File: src/rtl/pc_fetch_queue_if.sv
// ----------------------------------------------------------------------------
// pc_fetch_queue_if
//   Bundles the two handshakes of the fetch front end.
//   Instruction memory (valid/grant request, in-order response):
//     imem_req, imem_addr   : request from fetch unit
//     imem_gnt              : request accepted this cycle
//     imem_rvalid, imem_rdata : response word, in request order
//   Decode (valid/ready):
//     instr_valid, instr, instr_pc, instr_pc_plus_4 : queue head
//     instr_ready           : decode consumes the head
//   master = fetch unit side, slave = memory/decode environment side.
// ----------------------------------------------------------------------------
interface pc_fetch_queue_if #(
    parameter int unsigned Xlen = 32
);
    logic            imem_req;
    logic [Xlen-1:0] imem_addr;
    logic            imem_gnt;
    logic            imem_rvalid;
    logic [Xlen-1:0] imem_rdata;
    logic            instr_valid;
    logic [Xlen-1:0] instr;
    logic [Xlen-1:0] instr_pc;
    logic [Xlen-1:0] instr_pc_plus_4;
    logic            instr_ready;

    modport master (
        output imem_req, imem_addr,
        input  imem_gnt, imem_rvalid, imem_rdata,
        output instr_valid, instr, instr_pc, instr_pc_plus_4,
        input  instr_ready
    );

    modport slave (
        input  imem_req, imem_addr,
        output imem_gnt, imem_rvalid, imem_rdata,
        input  instr_valid, instr, instr_pc, instr_pc_plus_4,
        output instr_ready
    );
endinterface

File: src/rtl/pc_fetch_queue.sv
// ----------------------------------------------------------------------------
// pc_fetch_queue
//   PC / fetch front end: holds the fetch PC, issues in-order instruction
//   memory requests, buffers returned words with their PC in a Depth-entry
//   queue and presents them to decode. A redirect loads a new PC from one of
//   NumSrc flattened targets and flushes the queue; responses still in flight
//   at that moment are dropped as they return.
// Ports
//   clk_i        clock, all state on the rising edge
//   rst_i        synchronous, active-high reset
//   redirect_i   load PC from src_addr_i[pc_source_i], flush
//   pc_source_i  redirect source index (out of range selects source 0)
//   src_addr_i   flattened targets, source i = bits [i*Xlen +: Xlen]
//   count_o      queue occupancy
//   bus_io       memory request/response and decode handshakes
// ----------------------------------------------------------------------------
module pc_fetch_queue #(
    parameter int unsigned     Xlen     = 32,
    parameter logic [Xlen-1:0] ResetVec = '0,
    parameter int unsigned     Depth    = 4,
    parameter int unsigned     NumSrc   = 5,
    parameter int unsigned     Inc      = 4,
    localparam int unsigned    SrcW     = (NumSrc > 1) ? $clog2(NumSrc) : 1,
    localparam int unsigned    CntW     = $clog2(Depth + 1)
) (
    input  logic                   clk_i,
    input  logic                   rst_i,
    input  logic                   redirect_i,
    input  logic [SrcW-1:0]        pc_source_i,
    input  logic [NumSrc*Xlen-1:0] src_addr_i,
    output logic [CntW-1:0]        count_o,
    pc_fetch_queue_if.master       bus_io
);

    localparam int unsigned     PtrW   = $clog2(Depth);
    localparam logic [Xlen-1:0] IncV   = Xlen'(Inc);
    localparam logic [CntW:0]   DepthV = (CntW + 1)'(Depth);

    logic [Xlen-1:0] fetch_pc_q, fetch_pc_d;
    logic [Xlen-1:0] resp_pc_q, resp_pc_d;
    logic [CntW-1:0] count_q, count_d;
    logic [CntW-1:0] outstanding_q, outstanding_d;
    logic [CntW-1:0] drop_q, drop_d;
    logic [PtrW-1:0] wr_ptr_q, wr_ptr_d;
    logic [PtrW-1:0] rd_ptr_q, rd_ptr_d;
    logic [Xlen-1:0] data_q [Depth];
    logic [Xlen-1:0] pc_q   [Depth];

    logic [Xlen-1:0] target;
    logic [CntW:0]   credits_used;
    logic            instr_valid;
    logic            grant;
    logic            rsp;
    logic            push;
    logic            pop;

    // Out-of-range source indices fall back to source 0.
    always_comb begin
        target = src_addr_i[Xlen-1:0];
        for (int unsigned i = 1; i < NumSrc; i++) begin
            if (32'(pc_source_i) == i) begin
                target = src_addr_i[i*Xlen +: Xlen];
            end
        end
    end

    // Queued entries plus in-flight requests never exceed Depth, so a
    // returning response always finds a free slot.
    assign credits_used       = {1'b0, count_q} + {1'b0, outstanding_q};
    assign bus_io.imem_req    = !rst_i && !redirect_i && (credits_used < DepthV);
    assign bus_io.imem_addr   = fetch_pc_q;

    assign instr_valid            = !rst_i && !redirect_i && (count_q != '0);
    assign bus_io.instr_valid     = instr_valid;
    assign bus_io.instr           = data_q[rd_ptr_q];
    assign bus_io.instr_pc        = pc_q[rd_ptr_q];
    assign bus_io.instr_pc_plus_4 = pc_q[rd_ptr_q] + IncV;
    assign count_o                = count_q;

    assign grant = bus_io.imem_req && bus_io.imem_gnt;
    // Responses with nothing outstanding are protocol errors and ignored.
    assign rsp   = bus_io.imem_rvalid && (outstanding_q != '0);
    assign push  = rsp && (drop_q == '0) && !redirect_i;
    assign pop   = instr_valid && bus_io.instr_ready;

    always_comb begin
        fetch_pc_d    = fetch_pc_q;
        resp_pc_d     = resp_pc_q;
        count_d       = count_q;
        outstanding_d = outstanding_q;
        drop_d        = drop_q;
        wr_ptr_d      = wr_ptr_q;
        rd_ptr_d      = rd_ptr_q;

        if (grant) begin
            outstanding_d = outstanding_d + CntW'(1);
        end
        if (rsp) begin
            outstanding_d = outstanding_d - CntW'(1);
        end

        if (redirect_i) begin
            // No grant is possible here, so everything still outstanding
            // after this cycle belongs to the old stream and must be dropped.
            fetch_pc_d = target;
            resp_pc_d  = target;
            count_d    = '0;
            wr_ptr_d   = '0;
            rd_ptr_d   = '0;
            drop_d     = outstanding_d;
        end else begin
            if (grant) begin
                fetch_pc_d = fetch_pc_q + IncV;
            end
            if (rsp && (drop_q != '0)) begin
                drop_d = drop_q - CntW'(1);
            end
            if (push) begin
                resp_pc_d = resp_pc_q + IncV;
                wr_ptr_d  = wr_ptr_q + PtrW'(1);
            end
            if (pop) begin
                rd_ptr_d = rd_ptr_q + PtrW'(1);
            end
            if (push && !pop) begin
                count_d = count_q + CntW'(1);
            end else if (pop && !push) begin
                count_d = count_q - CntW'(1);
            end
        end
    end

    always_ff @(posedge clk_i) begin
        if (rst_i) begin
            fetch_pc_q    <= ResetVec;
            resp_pc_q     <= ResetVec;
            count_q       <= '0;
            outstanding_q <= '0;
            drop_q        <= '0;
            wr_ptr_q      <= '0;
            rd_ptr_q      <= '0;
        end else begin
            fetch_pc_q    <= fetch_pc_d;
            resp_pc_q     <= resp_pc_d;
            count_q       <= count_d;
            outstanding_q <= outstanding_d;
            drop_q        <= drop_d;
            wr_ptr_q      <= wr_ptr_d;
            rd_ptr_q      <= rd_ptr_d;
        end
    end

    // Storage needs no reset: occupancy alone decides what is valid.
    always_ff @(posedge clk_i) begin
        if (push) begin
            data_q[wr_ptr_q] <= bus_io.imem_rdata;
            pc_q[wr_ptr_q]   <= resp_pc_q;
        end
    end

endmodule
File: src/flat_wrapper.sv
// flat-port wrapper written by rule: the top's interface ports become plain ports
module pc_fetch_queue_flat 
#(
    parameter int unsigned     Xlen     = 32,
    parameter logic [Xlen-1:0] ResetVec = '0,
    parameter int unsigned     Depth    = 4,
    parameter int unsigned     NumSrc   = 5,
    parameter int unsigned     Inc      = 4,
    localparam int unsigned    SrcW     = (NumSrc > 1) ? $clog2(NumSrc) : 1,
    localparam int unsigned    CntW     = $clog2(Depth + 1)
)
  (clk_i, rst_i, redirect_i, pc_source_i, src_addr_i, count_o, bus_io_imem_req, bus_io_imem_addr, bus_io_imem_gnt, bus_io_imem_rvalid, bus_io_imem_rdata, bus_io_instr_valid, bus_io_instr, bus_io_instr_pc, bus_io_instr_pc_plus_4, bus_io_instr_ready);
  pc_fetch_queue_if #(.Xlen(Xlen)) bus_io_i ();
  input  logic clk_i;
  input  logic rst_i;
  input  logic redirect_i;
  input  logic [SrcW-1:0] pc_source_i;
  input  logic [NumSrc*Xlen-1:0] src_addr_i;
  output logic [CntW-1:0] count_o;
  output wire logic [$bits(bus_io_i.imem_req)-1:0] bus_io_imem_req;
  output wire logic [$bits(bus_io_i.imem_addr)-1:0] bus_io_imem_addr;
  input wire logic [$bits(bus_io_i.imem_gnt)-1:0] bus_io_imem_gnt;
  input wire logic [$bits(bus_io_i.imem_rvalid)-1:0] bus_io_imem_rvalid;
  input wire logic [$bits(bus_io_i.imem_rdata)-1:0] bus_io_imem_rdata;
  output wire logic [$bits(bus_io_i.instr_valid)-1:0] bus_io_instr_valid;
  output wire logic [$bits(bus_io_i.instr)-1:0] bus_io_instr;
  output wire logic [$bits(bus_io_i.instr_pc)-1:0] bus_io_instr_pc;
  output wire logic [$bits(bus_io_i.instr_pc_plus_4)-1:0] bus_io_instr_pc_plus_4;
  input wire logic [$bits(bus_io_i.instr_ready)-1:0] bus_io_instr_ready;
  assign bus_io_imem_req = bus_io_i.imem_req;
  assign bus_io_imem_addr = bus_io_i.imem_addr;
  assign bus_io_i.imem_gnt = bus_io_imem_gnt;
  assign bus_io_i.imem_rvalid = bus_io_imem_rvalid;
  assign bus_io_i.imem_rdata = bus_io_imem_rdata;
  assign bus_io_instr_valid = bus_io_i.instr_valid;
  assign bus_io_instr = bus_io_i.instr;
  assign bus_io_instr_pc = bus_io_i.instr_pc;
  assign bus_io_instr_pc_plus_4 = bus_io_i.instr_pc_plus_4;
  assign bus_io_i.instr_ready = bus_io_instr_ready;
  pc_fetch_queue #(.Xlen(Xlen), .ResetVec(ResetVec), .Depth(Depth), .NumSrc(NumSrc), .Inc(Inc)) u_core (.clk_i(clk_i), .rst_i(rst_i), .redirect_i(redirect_i), .pc_source_i(pc_source_i), .src_addr_i(src_addr_i), .count_o(count_o), .bus_io(bus_io_i));
endmodule
File: config.mk
export PLATFORM = sky130hd
export DESIGN_NAME = pc_fetch_queue_flat
export DESIGN_NICKNAME = d
export VERILOG_FILES = /design/src/rtl/pc_fetch_queue_if.sv /design/src/rtl/pc_fetch_queue.sv /design/src/flat_wrapper.sv
export SDC_FILE = /design/constraint.sdc
export NUM_CORES = 1
export LEC_CHECK = 0
export ABC_AREA = 1
export BUFFER_PORTS_ARGS = -buffer_cell sky130_fd_sc_hd__buf_2
export CAP_MARGIN = 10
export CORE_MARGIN = 3
export CORE_UTILIZATION = 55
export CTS_CLUSTER_SIZE = 14
export DETAILED_ROUTE_END_ITERATION = 8
export PLACE_DENSITY = 0.86
export SETUP_SLACK_MARGIN = 0.1
export SYNTH_ARGS = -nofsm -noshare
export SYNTH_HDL_FRONTEND = slang
export SYNTH_SLANG_ARGS = --single-unit
File: constraint.sdc
create_clock -name clk_i -period 7.44 [get_ports clk_i]
set_input_delay 0.372 -clock clk_i [delete_from_list [all_inputs] [get_ports clk_i]]
set_output_delay 0.372 -clock clk_i [all_outputs]
set_load 0.05 [all_outputs]
Word level (Yosys, flattened, before mapping)
Memories as Yosys holds them, arrays and structs flattened. A register that Yosys moved wholly into a read port is not among the register bits.
Index checks and enable logic that the tools add are counted.
{ "totals": {"register_bits": 77, "ramBits": 256, "in_bits": 201, "word_cells": 69, "mem_count": 2} }
{ "memory_table": {"columns": ["name", "depth", "width", "rd", "rd_clocked_by_memory_dff", "wr", "line", "text"], "rows": [
  ["u_core.data_q", 4, 32, 1, 1, 1, "pc_fetch_queue.sv:46", "logic [Xlen-1:0] data_q [Depth];"],
  ["u_core.pc_q", 4, 32, 1, 1, 1, "pc_fetch_queue.sv:47", "logic [Xlen-1:0] pc_q [Depth];"]
]} }
{ "op_classes": {"addsub": 11, "order_cmp": 1, "n_eq_ne": 4, "n_mux": 20, "n_reduce_logical": 24} }
{ "ops": {"columns": ["cell", "count"], "rows": [
  ["$mux 32", 8],
  ["$add 32x3->32 const B", 3],
  ["$mux 3", 6],
  ["$logic_and 1x1->1", 11],
  ["$reduce_bool 3->1", 3],
  ["$sub 3x1->3 const B", 3],
  ["$mux 2", 4],
  ["$reduce_bool 2->1", 4],
  ["$add 3x1->3 const B", 2],
  ["$eq 3x2->1 const B", 2],
  ["$add 2x1->2 const B", 2],
  ["$add 3x3->4", 1],
  ["$logic_not 1->1", 4],
  ["$lt 4x3->1 const B", 1],
  ["$eq 3x1->1 const B", 1],
  ["$eq 3x3->1 const B", 1],
  ["$logic_not 3->1", 1],
  ["$mux 1", 2],
  ["$reduce_or 2->1", 1]
]} }

Depth between registers and ports, before layout
Gate-level depths: netlist of run 1.
{ "logic_depth": {"depth_word": 8, "ltp_mapped": 16, "ltp_nobuf": 15} }

Worst setup path before layout of run 1
Ideal clock, no wire load.
{ "synth_path": {"path_kind": "register -> register", "startpoint": "reg u_core.outstanding_q[0]", "endpoint": "mem u_core.data_q[0][0] (enable)", "setup_time_ns": 0.486, "t_arrival_ns": 3.965, "required_ns": 6.954, "path_slack_ns": 2.989, "path_stages_with_launch": 11, "synth_period_minus_slack_ns": 4.451, "cell_sequence": "dfxtp_1 -> inv_1 -> ha_1 -> nand2_1 -> nand2_1 -> inv_2 -> nand2_1 -> clkbuf_1 -> nor2_1 -> inv_1 -> nor2_1"} }
{ "synth_via": {"elab_chain_cells": 6} }
{ "synth_rtl": {"columns": ["item", "line", "text"], "rows": [
  ["start: declaration", "pc_fetch_queue.sv:42", "logic [CntW-1:0] outstanding_q, outstanding_d;"],
  ["start signal: assignment", "pc_fetch_queue.sv:146", "outstanding_q <= outstanding_d;"],
  ["$reduce_bool 3->1", "pc_fetch_queue.sv:82", "assign rsp = bus_io.imem_rvalid && (outstanding_q != '0);"],
  ["$logic_and 1x1->1", "pc_fetch_queue.sv:82", null],
  ["$logic_and 1x1->1 (2 in a row)", "pc_fetch_queue.sv:83", "assign push = rsp && (drop_q == '0) && !redirect_i;"],
  ["via u_core.push", "pc_fetch_queue.sv:54", "logic push;"],
  ["$mux 1", "pc_fetch_queue.sv:155", "if (push) begin"],
  ["$mux 1 (not written as such)", "pc_fetch_queue.sv:156", "data_q[wr_ptr_q] <= bus_io.imem_rdata;"],
  ["end: declaration", "pc_fetch_queue.sv:46", null]
]} }
The timed path passes the listed nets, and every way through them passes these cells.

==> results by stage, run 1 <==
Clock tree:
- The maximum clock insertion buffer count is 3.
- The clock tree root driver cell is clkbuf_16.
- After clock tree synthesis, the setup repair step added 0 buffers.
- The count of cells resized by post-cts repair is 0.
- For the worst-skew pair, the clock arrives at the later sink with an insertion delay of 530 ps.
- TritonCTS built the clock tree.
- The TritonCTS buffer count is 34.
- Clock-pin slew was measured on the worst setup and hold paths at 60 ps.
- The clock sink count is 335.
- The number of buffers added to fix hold violations after cts is 0.
- The H-tree generated during clock tree synthesis spans 2 levels.

Detailed routing:
- The wire length after detailed routing is 53.77 mm.
- The count of nets left with antenna violations once routing finished came out at 0.
- The first detailed-routing pass ran for 6 iterations.
- The initial DRC count is 1407.
- Dividing the detail-routed wire length by the instance count gives 17.65 um.
- The routed via count is 17060.
- The mean number of vias per cell is 5.599.
- The remaining design rule violation count is 0.

Timing:
- The achievable frequency is 0.2237 GHz.
- The total count of hold-check failures in the final report is 0.
- Setup total negative slack on the finished layout was measured at 0 ps.
- Setup repair after global routing left no endpoint under its margin.
- Setup violations remaining at the end of the flow were counted as 0.
- The maximum clock skew at final layout is 20.31 ps.
- The number of max-slew violations in the final report is 0.
- The final clock period utilization by the worst path is 0.6008.
- The relative max-transition margin is 0.2837.
- The worst-margin pin slew is 1073 ps.
- After layout, the minimum clock period comes to 4470 ps.
- Hold timing on the final database bottoms out at a slack of 50.70 ps.

Worst setup path:
- The cell that appears most often on the critical path is nand2_1.
- STA classifies the critical path endpoint as an output pin.
- The data arrival time of the worst path is 4100 ps.
- For the worst setup path, the data required time is 7070 ps.
- In this run the worst path has a maximum fanout of 86.
- In this run the critical register-to-register path is captured at u_core.pc_q[3][30].
- The slowest stage cell on the critical path is buf_4.
- The critical path start-end classification is reg2out.
- The number of cells on the worst reg-to-reg path is 10.
- The setup slack on the worst flop-to-flop path is 4430 ps.
- The worst register-to-register path begins at u_core.outstanding_q[0].
- The end point of the critical path is bus_io_instr_pc_plus_4[18].
- In this design, the stage delay of the slowest critical-path cell is 750 ps.
- Traced cell by cell, the critical path runs through inv_4, buf_4, nor2_1, nor2_1, o21ai_1, nand2_1, ha_1, inv_1, nor2_2, nand2_1, nor2_2, nand2_1, xor2_1, buf_2.
- The worst setup path is launched from a flip-flop.

Power and ir drop:
- For this design the ratio of total power to cell area is 226.6 nW/um2.
- The analysis attributes to net switching a power of 1.441 mW.
- Across the VDD grid, the largest voltage drop is 0.0001470 V.
- Internal power comes to 3.344 mW.
- Summed over all cells, the static leakage comes to 9.178 nW.
- The share of total power dissipated in combinational logic is 0.182.
- The switching part of the total power is 0.3012.
- The part of the power in registers is 0.462.
- The share of total power dissipated in the clock network is 0.357.

Layout:
- The number of inserted filler cells in the final layout is 2615.
- The post-route non-filler standard cell count is 3047.
- The core occupancy in the finished layout is 0.6608.
- The final design area excluding fillers is 21120 um2.
- The ratio of cells with drive above 1 in the final layout is 0.1770.
- The relative area change from synthesis to final layout is 16.64%.
- For this run, the post-layout net count is 2796.

Yosys:
- For this run, asynchronously set or reset flops after synthesis account for 0.
- A synthesized cell averages 7.876 um2.
- Of the synthesized area, sequential elements account for 0.5119.
- The most used flip-flop cell after synthesis is edfxtp_1.
- Ranked by total cell area, the synthesized netlist is headed by edfxtp_1, nand2_1, dfxtp_1.
- The most instantiated library cell after synthesis is nand2_1.
- The post-synth net total is 2516.
- The commonest cells after synthesis are nand2_1, edfxtp_1, nor2_1.
- The count of unique library cells instantiated by Yosys is 36.
- The summed instance area of the synthesized netlist is 18110 um2.
- The biggest area contributor in the post-synthesis netlist is edfxtp_1.
- The cell count after synthesis is 2299.
- The number of warnings issued by yosys is 0.
- The number of enable flip-flop cells after synthesis is 256.
- The portion of synthesized cell area occupied by the leading cell type is 0.4245.
- The synthesis-stage register bit count is 335.

GRT:
- After global routing the overflow that remains totals 0.
- The largest net degree at the start of global routing is 102.
- The via count of the first global-routing pass is 15980.
- The number of antenna violations at the first check in global routing is 7.
- The overall global routing resource usage is 0.2953.
- The first global-routing pass estimated 83.89 mm of wire.

Die:
- The initialized floorplan defines 65 standard-cell rows.
- The initial utilization of the core area, before any placement, comes to 0.5665.
- In this run the vertical extent of the chip is 187.4 um.
- From left edge to right edge, the die measures 187.4 um.
- For this design the top-level I/O count stands at 334.
- The area enclosed by the die boundary is 35140 um2.
- The area inside the core boundary is 31960 um2.

Hold path:
- In this run the worst hold path is classified as in2reg.
- The worst hold path startpoint is bus_io_imem_rdata[18].

Placement:
- The number of placed instances, taps included is 2977.
- Once placement finished, the instance area stood at 19950 um2.
- During placement, the flow inserted port buffers numbering 333.
- The detailed placement HPWL is 37.84 mm.
- The weighted congestion at the end of routability-driven global placement is 0.9600.

Job:
- The number of maximum-capacitance constraint violations is 0.

Run status:
- The run finished with clean final reports.
## final cells by class
class	count	area, um2	share of cell area
repair buffers	348	1799	0.08519
diodes	7	17.52	0.0008294
flip-flops and latches	335	9274	0.4391
inverters	235	884.6	0.04188
well taps	435	544.3	0.02577
clock buffers	46	925.9	0.04384
multi-input cells	1625	7471	0.3537
clock inverters	16	203.9	0.009656
## flip-flops by register name, indices dropped and copies added (netlist names), 3 cells and up, named ones only
signal / cells
u_core.outstanding_q: 3
u_core.drop_q: 3
u_core.pc_q: 128
u_core.bus_io.imem_addr: 32
u_core.data_q: 128
u_core.resp_pc_q: 32
u_core.count_o: 3
## power groups by stage
stage / clock [mW] / sequential (mW) / combinational (mW)
after floorplan: 0 / 2.26 / 0.559
after global placement: 0 / 2.24 / 0.834
after detailed placement: 0 / 2.24 / 0.854
after CTS: 1.72 / 2.21 / 0.861
after global routing: 1.80 / 2.22 / 0.950
final: 1.71 / 2.21 / 0.869
## kinds of logic (layout without fill, tap and decap cells)
group                    Yosys count  count (layout)  synth area share
other                              0               7                 0
AND/OR/NAND/NOR                 1249            1249            0.2883
AO/OA/AOI/OAI                    339             339            0.1007
buffers and inverters            339             645           0.07746
XOR/XNOR                          21              21           0.01016
flip-flops                       335             335            0.5119
adder cells (fa/ha/maj)           16              16           0.01147
## routing by layer
metal / part of all wire / wire length [um] / GRT usage
met1: 0.38 / 20600 / 0.3774
met2: 0.48 / 25740 / 0.4975
met4: 0.045 / 2439 / 0.1287
met3: 0.093 / 4989 / 0.05004
met5: 0 / 0 / 0
## layout by cell type, fill, tap and decap left out, drive strengths merged, types with 13 or more instances in the layout
cell type,Yosys,layout
nand3,194,194
dfxtp,79,79
o211ai,25,25
or2,19,19
clkinv,2,13
ha,15,15
edfxtp,256,256
nor2,257,257
clkbuf,55,46
xor2,19,19
buf,49,348
inv,233,234
o21ai,216,216
nand3b,21,21
a21oi,55,55
nand4,28,28
nand2,728,728
o22ai,34,34
## worst min-delay path by stage
stage / end / slack, ps / cells after the start
after global placement: u_core.bus_io.imem_addr[1] / 440 / 2
final: u_core.data_q[3][18] / 50 / 1
after CTS: u_core.data_q[2][24] / 40 / 1
after floorplan: u_core.outstanding_q[0] / 440 / 1
after global routing: u_core.data_q[0][2] / 50 / 1
after detailed placement: u_core.bus_io.imem_addr[1] / 440 / 2
## critical path: cells and delay by family, from the launching register on
family / cells / cell delay, ps
buf+inv: 4 / 1470
simple gates: 7 / 1100
flops: 1 / 450
fa+ha+maj: 1 / 290
xor+xnor: 1 / 120
compound gates: 1 / 80
## stage by stage
stage / worst slack, ps / total power, mW
2_1_floorplan: 2989 / 2.820
3_3_place_gp: 3680 / 3.071
3_5_place_dp: 3554 / 3.098
4_1_cts: 2975 / 4.791
5_1_grt: 2662 / 4.971
6_report: 2970 / 4.786
No activity file was read; power rests on OpenSTA's default activity.
==> run 2, diff against run 1 <==
--- a/config.mk
+++ b/config.mk
@@ -5,14 +5,14 @@
 export SDC_FILE = /design/constraint.sdc
 export NUM_CORES = 1
 export LEC_CHECK = 0
-export ABC_AREA = 1
+export ABC_AREA = 0
 export BUFFER_PORTS_ARGS = -buffer_cell sky130_fd_sc_hd__buf_2
 export CAP_MARGIN = 10
 export CORE_MARGIN = 3
 export CORE_UTILIZATION = 55
 export CTS_CLUSTER_SIZE = 14
 export DETAILED_ROUTE_END_ITERATION = 8
-export PLACE_DENSITY = 0.86
+export PLACE_DENSITY = 0.87
 export SETUP_SLACK_MARGIN = 0.1
 export SYNTH_ARGS = -nofsm -noshare
 export SYNTH_HDL_FRONTEND = slang
==> constraint.sdc (replaced) <==
create_clock -name clk_i -period 4.6 [get_ports clk_i]
set_input_delay 0.23 -clock clk_i [delete_from_list [all_inputs] [get_ports clk_i]]
set_output_delay 0.23 -clock clk_i [all_outputs]
set_load 0.05 [all_outputs]
==> run 2 against run 1 <==
Compared with the run above:
- count of clock-buffer cells in the layout down 5
- final area fell by 7.5%
- via count fell by 23%
- synthesized area down 11%
- largest power group unchanged
- combinational power rose by 75%
- highest routed layer unchanged
- critical path depth is 7 lower
- clock power increased by 59%
==> results by stage, run 2 <==
Yosys:
- The portion of synthesized cell area occupied by the leading cell type is 0.4754 (+0.05081).
- The register area share after synthesis is 0.5732 (+0.06127).
- By count the netlist is led by edfxtp_1, nand2_1, o21ai_0.
- The summed instance area of the synthesized netlist is 16170 um2 (-11%).
- The number of enable flip-flop cells after synthesis is 256 (unchanged).
- The proportion of register bits with asynchronous set or reset after synthesis was 0 (unchanged).
- The cell count after synthesis came to 1265 (-45%).
- The post-synth net total is 1482 (-41%).
- The biggest area consumer among synthesized cells is edfxtp_1.
- The number of warnings issued by yosys was 0 (unchanged).
- The count of unique library cells instantiated by Yosys is 66 (+83%).
- By area the synthesized netlist is led by edfxtp_1, dfxtp_1, mux4_2.
- The synthesis-stage register bit count is 335 (unchanged).
- In the post-synthesis netlist, the cell with the most instances is edfxtp_1.
- The most used flip-flop cell after synthesis is edfxtp_1.
- The average cell area after synthesis is 12.78 um2 (+62%).

Worst setup path:
- Walking the worst path, the cells encountered are mux4_1, ha_1, and4_1, nand3_1, nor3_1, xnor2_1, buf_2.
- Among all stages on the critical path, the largest delay is contributed by dfxtp_4.
- The peak fanout along the critical path is 39 (-55%).
- The number of buffer and inverter stages on the critical path is 1 (-3).
- The worst endpoint required time was 4370 ps (-2700 ps).
- The data arrival time of the worst path is 3960 ps (-140 ps).
- The worst setup path is launched from a flip-flop.
- STA classifies the critical path endpoint as an output pin.
- The largest incremental delay on the critical path is 830 ps (+80 ps).
- The critical path start-end classification is reg2out.
- The kind of cell with the highest combined delay along the critical path is simple AND/OR/NAND/NOR gates.

Timing:
- The final clock period utilization by the worst path is 0.9105.
- The total count of hold-check failures in the final report came to 0 (unchanged).
- The relative max-transition margin is 0.2819 (-0.001825).
- The maximum clock skew at final layout came to 15.77 ps (-4.542 ps).
- The worst-margin pin slew is 1076 ps (+2.785 ps).
- Setup repair after global routing left no endpoint under its margin.
- The summed negative setup slack over all endpoints was 0 ps (unchanged).
- The achievable frequency is 0.2388 GHz.
- The final critical path time including I/O delays and setup is 4188 ps.
- The final setup violation count is 0 (unchanged).
- The number of max-slew violations in the final report is 0 (unchanged).

Layout:
- The number of antenna diodes is 0 (-7).
- The register area is 9274 um2 (unchanged).
- The ratio of cells with drive above 1 in the final layout came to 0.3123 (+0.1353).
- Leaving out fill and tap cells, the most frequent cells in the layout are buf_2, edfxtp_1, nand2_1.
- The area occupied by multi-input gates is 6319 um2 (-15%).
- The largest registers in the layout are u_core.data_q (128), u_core.pc_q (128).
- The most frequent standard cell in the layout excluding fill and tap cells is buf_2.
- The core occupancy in the finished layout is 0.6770 (+0.01619).
- The final-stage net count came to 1824 (-35%).
- The number of inserted filler cells in the final layout is 2033 (-22%).
- The relative area change from synthesis to final layout is 20.80%.

Clock tree:
- The number of levels the H-tree was split into is 2 (unchanged).
- The maximum clock insertion buffer count was 3 (unchanged).
- The cell sitting at the root of the clock tree is a clkbuf_16.
- The clock sink count is 335 (unchanged).
- The TritonCTS buffer count is 35 (+2.9%).
- The clock insertion delay at the later pin of the skew report is 520 ps (about the same).
- The count of cells resized by post-cts repair is 0 (unchanged).
- TritonCTS built the clock tree.
- The clock transition at the registers of the reported paths was 60 ps (about the same).

Job:
- The number of maximum-capacitance constraint violations came to 0 (unchanged).

Power and ir drop:
- The maximum resistive drop on vdd is 0.0002361 V (+61%).
- The standby leakage power came to 7.084 nW (-23%).
- The overall power after layout was 7.784 mW (+63%).
- The total power density per cell area is 398.4 nW/um2 (+76%).

Detailed routing:
- The average wire length per cell after detail routing is 26.64 um (+51%).
- The initial DRC count came to 1425 (+1.3%).
- The routed via count is 13150 (-23%).
- The iteration count of the initial detailed-routing pass is 6 (unchanged).
- The wire length after detailed routing is 53.73 mm (about the same).
- The remaining number of nets flagged by the antenna check after routing is 0 (unchanged).
- The remaining design rule violation count came to 0 (unchanged).
- The mean number of vias per cell is 6.521 (+16%).

GRT:
- The via count of the first global-routing pass is 12800 (-20%).
- The largest net degree at the start of global routing is 65 (-36%).
- The overflow left after global routing is 0 (unchanged).
- The overall global routing resource usage is 0.3377 (+0.04237).
- The global-route wire length before repair is 79.39 mm (-5.4%).
- The number of antenna violations at the first check in global routing was 0 (-7).

Placement:
- The number of buffers added on ports is 333 (unchanged).
- The weighted congestion at the end of routability-driven global placement came to 0.9737 (+1.4%).
- The detailed placement HPWL is 34.84 mm (-7.9%).

Die:
- The area inside the core boundary came to 28860 um2 (-9.7%).
- The number of top-level pins is 334 (unchanged).
- The width of the die is 177.5 um (-5.3%).
- The number of rows created at floorplan is 62 (-4.6%).
- The starting density of the core is 0.5604 (-0.006132).
- The height of the die is 177.5 um (-5.3%).
- The area enclosed by the die boundary is 31500 um2 (-10%).

Hold path:
- The min-delay analysis places its worst path in the category in2reg.

Run status:
- The flow ran to the end, and the final reports show no timing, DRC or antenna violations.
==> run 2: cell types whose count changed in the layout (fill, tap and decap cells not counted), moves of 50 or more <==
cell | before | now
inv_1 | 224 | 52
mux4_2 | 0 | 50
nand2_1 | 720 | 91
nand3_1 | 191 | 35
nor2_1 | 233 | 36
o21ai_0 | 213 | 87
==> run 2: worst min-delay path, stage by stage <==
cell	delay, ps
buf_2	90
o221ai_1	130
nand2_1	80
==> run 2: report_power, final <==
part           switching (mW)  internal, mW  leakage (nW)
sequential              0.129          3.41          2.98
clock                    1.20          1.52         0.527
combinational            1.06         0.461          3.58
==> run 2: layer usage <==
metal | wire length [um] | part of all wire | global-route usage | vias up
met4 | 3590 | 0.067 | 0.1882 | 0
met1 | 18350 | 0.34 | 0.3967 | 6339
met2 | 26350 | 0.49 | 0.5729 | 973
li1 | - | - | - | 5641
met5 | 0 | 0 | 0 | -
met3 | 5439 | 0.10 | 0.07852 | 199
==> run 2: timing repair <==
item,CTS,global route
hold buffers,32,0
endpoints found under the hold margin,128,0
setup buffers,0,0
==> run 2: final cells by class <==
type	count	share of cell area
sequential	335	0.4747
tap	384	0.02459
inverter	54	0.01038
multi-input combinational	795	0.3234
clock buffer	41	0.04759
clock inverter	22	0.008262
timing repair buffer	386	0.1111
==> run 2: metrics by stage <==
stage	hold WS [ps]	worst slack, ps	instance area [um2]	cells
2_1_floorplan	328.9	1177	16170	1265
3_3_place_gp	428.7	1442	18120	1921
3_5_place_dp	429.2	1305	18120	1921
4_1_cts	22.12	605.1	19530	2016
5_1_grt	31.51	307.1	19540	2017
6_report	43.89	411.6	19540	2017
==> run 2: final timing paths <==
kind	startpoint	end	slack, ps	cells after the start
setup / recovery	flip-flop	bus_io_instr_pc_plus_4[26]	410	7
hold / removal	src_addr_i[128]	u_core.resp_pc_q[0]	40	3
setup reg to reg	u_core.outstanding_q[0]	u_core.count_o[2]	1470	11
hold reg to reg	u_core.bus_io.imem_addr[0]	u_core.bus_io.imem_addr[0]	430	2
==> run 2: kinds of logic (layout without fill, tap and decap cells) <==
group / count (synthesis) / in the layout / share of synthesized area
DFF: 335 / 335 / 0.5732
and+or+nand+nor: 323 / 323 / 0.1090
AOI/OAI and AO/OA: 306 / 306 / 0.1266
muxes: 98 / 98 / 0.1138
buffers and inverters: 135 / 503 / 0.03644
xor gates and xnor gates: 52 / 52 / 0.02816
adders and majority gates: 16 / 16 / 0.01284
==> run 3, diff against run 2 <==
==> constraint.sdc (replaced) <==
create_clock -name clk_i -period 4.6 [get_ports clk_i]
set_input_delay 0.23 -clock clk_i [delete_from_list [all_inputs] [get_ports clk_i]]
set_output_delay 0.23 -clock clk_i [all_outputs]
set_load 0.005 [all_outputs]
==> run 3 against run 2 <==
Compared with the run above:
- wire length grew 1.6%
- hold slack worse by 7.4 ps
- sequential cell count did not move
- clock skew rose by 6.0 ps
- clock power shrank 4%
- count of clock-buffer cells in the layout grew 2
- combinational power shrank 26%
- highest routed layer is now met5
==> results by stage, run 3 (synthesis gave the netlist of run 2 again) <==
Run status:
- The flow ran to the end, and the final reports show no timing, DRC or antenna violations.

Clock tree:
- The clock insertion delay at the later pin of the skew report is 520 ps (about the same).
- TritonCTS built the clock tree.
- The clock sink count is 335 (unchanged).
- The tree is rooted in a clkbuf_16.
- The number of levels the H-tree was split into came to 2 (unchanged).
- The count of buffers added by post-CTS timing repair for setup is 0 (unchanged).
- The TritonCTS buffer count is 35 (unchanged).
- The clock transition at the registers of the reported paths is 60 ps (about the same).
- The maximum clock insertion buffer count is 3 (unchanged).

Die:
- The number of rows created at floorplan is 62 (unchanged).
- The area inside the core boundary is 28860 um2 (unchanged).
- The area enclosed by the die boundary is 31500 um2 (unchanged).
- The number of top-level pins came to 334 (unchanged).
- The height of the die was 177.5 um (unchanged).
- The starting density of the core is 0.5604 (unchanged).
- The width of the die was 177.5 um (unchanged).

Detailed routing:
- The remaining design rule violation count is 0 (unchanged).
- The mean number of vias per cell is 6.578 (+0.88%).
- The iteration count of the initial detailed-routing pass is 5 (-1).
- The average wire length per cell after detail routing is 27.10 um (+1.7%).
- The routed via count is 13250 (+0.73%).
- The initial DRC count is 1485 (+4.2%).
- The wire length after detailed routing is 54.57 mm (+1.6%).
- The remaining number of nets flagged by the antenna check after routing is 0 (unchanged).

GRT:
- The overflow left after global routing is 0 (unchanged).
- The number of antenna violations at the first check in global routing is 3 (+3).
- The global-route wire length before repair is 81.16 mm (+2.2%).
- The largest net degree at the start of global routing came to 65 (unchanged).
- The overall global routing resource usage is 0.3453 (+0.007568).
- The via count of the first global-routing pass is 13070 (+2.1%).

Worst setup path:
- The number of buffer and inverter stages on the critical path is 1 (unchanged).
- The worst endpoint required time is 4370 ps (about the same).
- The slowest stage cell on the critical path is dfxtp_4.
- The worst setup path is of the reg2out kind.
- The worst register-to-register path begins at u_core.outstanding_q[0].
- Walking the worst path, the cells encountered are mux4_1, ha_1, and4_1, nand3_1, nor3_1, xor2_1, buf_2.
- The setup slack on the worst flop-to-flop path is 1670 ps (+200 ps).
- The largest incremental delay on the critical path is 920 ps (+90 ps).
- The number of cells on the worst reg-to-reg path was 7 (-4).
- The data arrival time of the worst path came to 3770 ps (-190 ps).
- The peak fanout along the critical path is 45 (+15%).
- The endpoint of the most critical register-to-register path is u_core.data_q[0][8].
- STA classifies the critical path endpoint as an output pin.
- Grouping stages by cell kind, the critical path spends the most delay in simple AND/OR/NAND/NOR gates.
- The critical path startpoint category is a flip-flop.

Timing:
- The worst-margin pin slew was 1231 ps (+154.6 ps).
- The final clock period utilization by the worst path was 0.8692 (-0.04128).
- The number of max-slew violations in the final report came to 0 (unchanged).
- The total count of hold-check failures in the final report was 0 (unchanged).
- The final critical path time including I/O delays and setup is 3998 ps (-189.9 ps).
- The summed negative setup slack over all endpoints is 0 ps (unchanged).
- The maximum clock skew at final layout is 21.80 ps (+6.039 ps).
- The final setup violation count is 0 (unchanged).
- The achievable frequency was 0.2501 GHz (+4.7%).
- Setup repair after global routing left no endpoint under its margin.
- The relative max-transition margin came to 0.1721 (-0.1099).

Layout:
- The relative area change from synthesis to final layout is 20.27%.
- The final-stage net count is 1822 (-0.11%).
- The library cells used most frequently in the layout, excluding fill and tap cells, are buf_2, edfxtp_1, nand2_1.
- The number of antenna diodes was 0 (unchanged).
- In the final layout, the registers with the most flip-flops are u_core.data_q (128), u_core.pc_q (128).
- The library cell used most frequently in the layout, excluding fill and tap cells, is buf_2.
- The core occupancy in the finished layout is 0.6740 (-0.002992).
- The final design area excluding fillers is 19450 um2 (-0.44%).
- The number of inserted filler cells in the final layout is 2012 (-1.0%).
- The ratio of cells with drive above 1 in the final layout is 0.3092 (-0.003106).

Hold path:
- The worst hold path stage count is 3 (unchanged).
- The sink of the worst hold path is u_core.bus_io.imem_addr[0].
- In this run the worst hold path is classified as in2reg.
- The startpoint identified for the worst hold timing path is src_addr_i[128].

Power and ir drop:
- The total power density per cell area is 374.8 nW/um2 (-5.9%).
- The maximum resistive drop on vdd is 0.0002815 V (+19%).
- The standby leakage power is 7.041 nW (-0.61%).
- The clock power share is 0.359 (+0.009).
- The part of the power in registers was 0.486 (+0.031).
- The switching power total came to 1.964 mW (-18%).
- The design internal power came to 5.325 mW (-1.2%).
- The overall power after layout is 7.289 mW (-6.4%).
- The switching part of the total power is 0.2694 (-0.03836).
- The combinational share of power came to 0.155 (-0.041).

Placement:
- The post-detailed-placement cell area is 18090 um2 (-0.18%).
- The number of buffers added on ports is 333 (unchanged).
- The detailed placement HPWL is 35.49 mm (+1.9%).
- The weighted congestion at the end of routability-driven global placement was 0.9489 (-2.5%).

Job:
- The number of maximum-capacitance constraint violations was 0 (unchanged).
-- run 3: repair_timing --
action | 4_1_cts | 5_1_grt
hold buffers | 32 | 0
hold endpoints to repair | 128 | 0
gates resized for setup | 0 | 0
-- run 3: cell type report --
cell class	instances	area [um2]	share of cell area
Multi-Input combinational cell	795	6319	0.3249
Sequential cell	335	9274	0.4768
Timing Repair Buffer	384	2132	0.1096
Clock inverter	19	105.1	0.005404
Inverter	54	202.7	0.01042
Clock buffer	43	937.1	0.04818
Tap cell	384	480.5	0.02470
-- run 3: power by group through the flow --
stage	logic, mW	registers [mW]	clock network [mW]
6_report	1.13	3.54	2.62
2_1_floorplan	0.632	3.54	0
3_5_place_dp	1.06	3.59	0
4_1_cts	1.11	3.53	2.61
5_1_grt	1.22	3.55	2.74
3_3_place_gp	1.02	3.57	0
-- run 3: worst max path at each step --
stage / start / endpoint / slack (ps) / cells after the start
global placement: flip-flop / bus_io_instr_pc_plus_4[31] / 1510 / 6
CTS: flip-flop / bus_io_instr_pc_plus_4[16] / 640 / 7
floorplan: u_core.outstanding_q[0] / u_core.data_q[0][0] / 1180 / 7
detailed placement: flip-flop / bus_io_instr_pc_plus_4[16] / 1370 / 7
finish: flip-flop / bus_io_instr_pc_plus_4[16] / 600 / 7
global route: flip-flop / bus_io_instr_pc_plus_4[16] / 460 / 7
-- run 3: worst reg2reg max path, cell delays in order, from the launching register on --
cell,delay [ps]
dfxtp_1,390
inv_1,90
ha_1,200
nand2b_1,180
and3_1,190
buf_4,260
and3_2,740
buf_4,500
-- run 3: per-stage QoR --
stage          instances  worst slack, ps  hold slack [ps]
2_1_floorplan       1265             1177            328.9
3_3_place_gp        1920             1506            429.4
3_5_place_dp        1920             1373            433.1
4_1_cts             2014            640.0            20.59
5_1_grt             2014            462.4            33.66
6_report            2014            601.5            36.49
-- run 3: per-layer routing --
metal | vias to the layer above | GRT usage | share of wire
met5 | - | 0 | 0.00057
met4 | 4 | 0.1813 | 0.066
met3 | 221 | 0.07809 | 0.10
met2 | 1064 | 0.5981 | 0.50
met1 | 6326 | 0.4008 | 0.34
li1 | 5633 | - | -
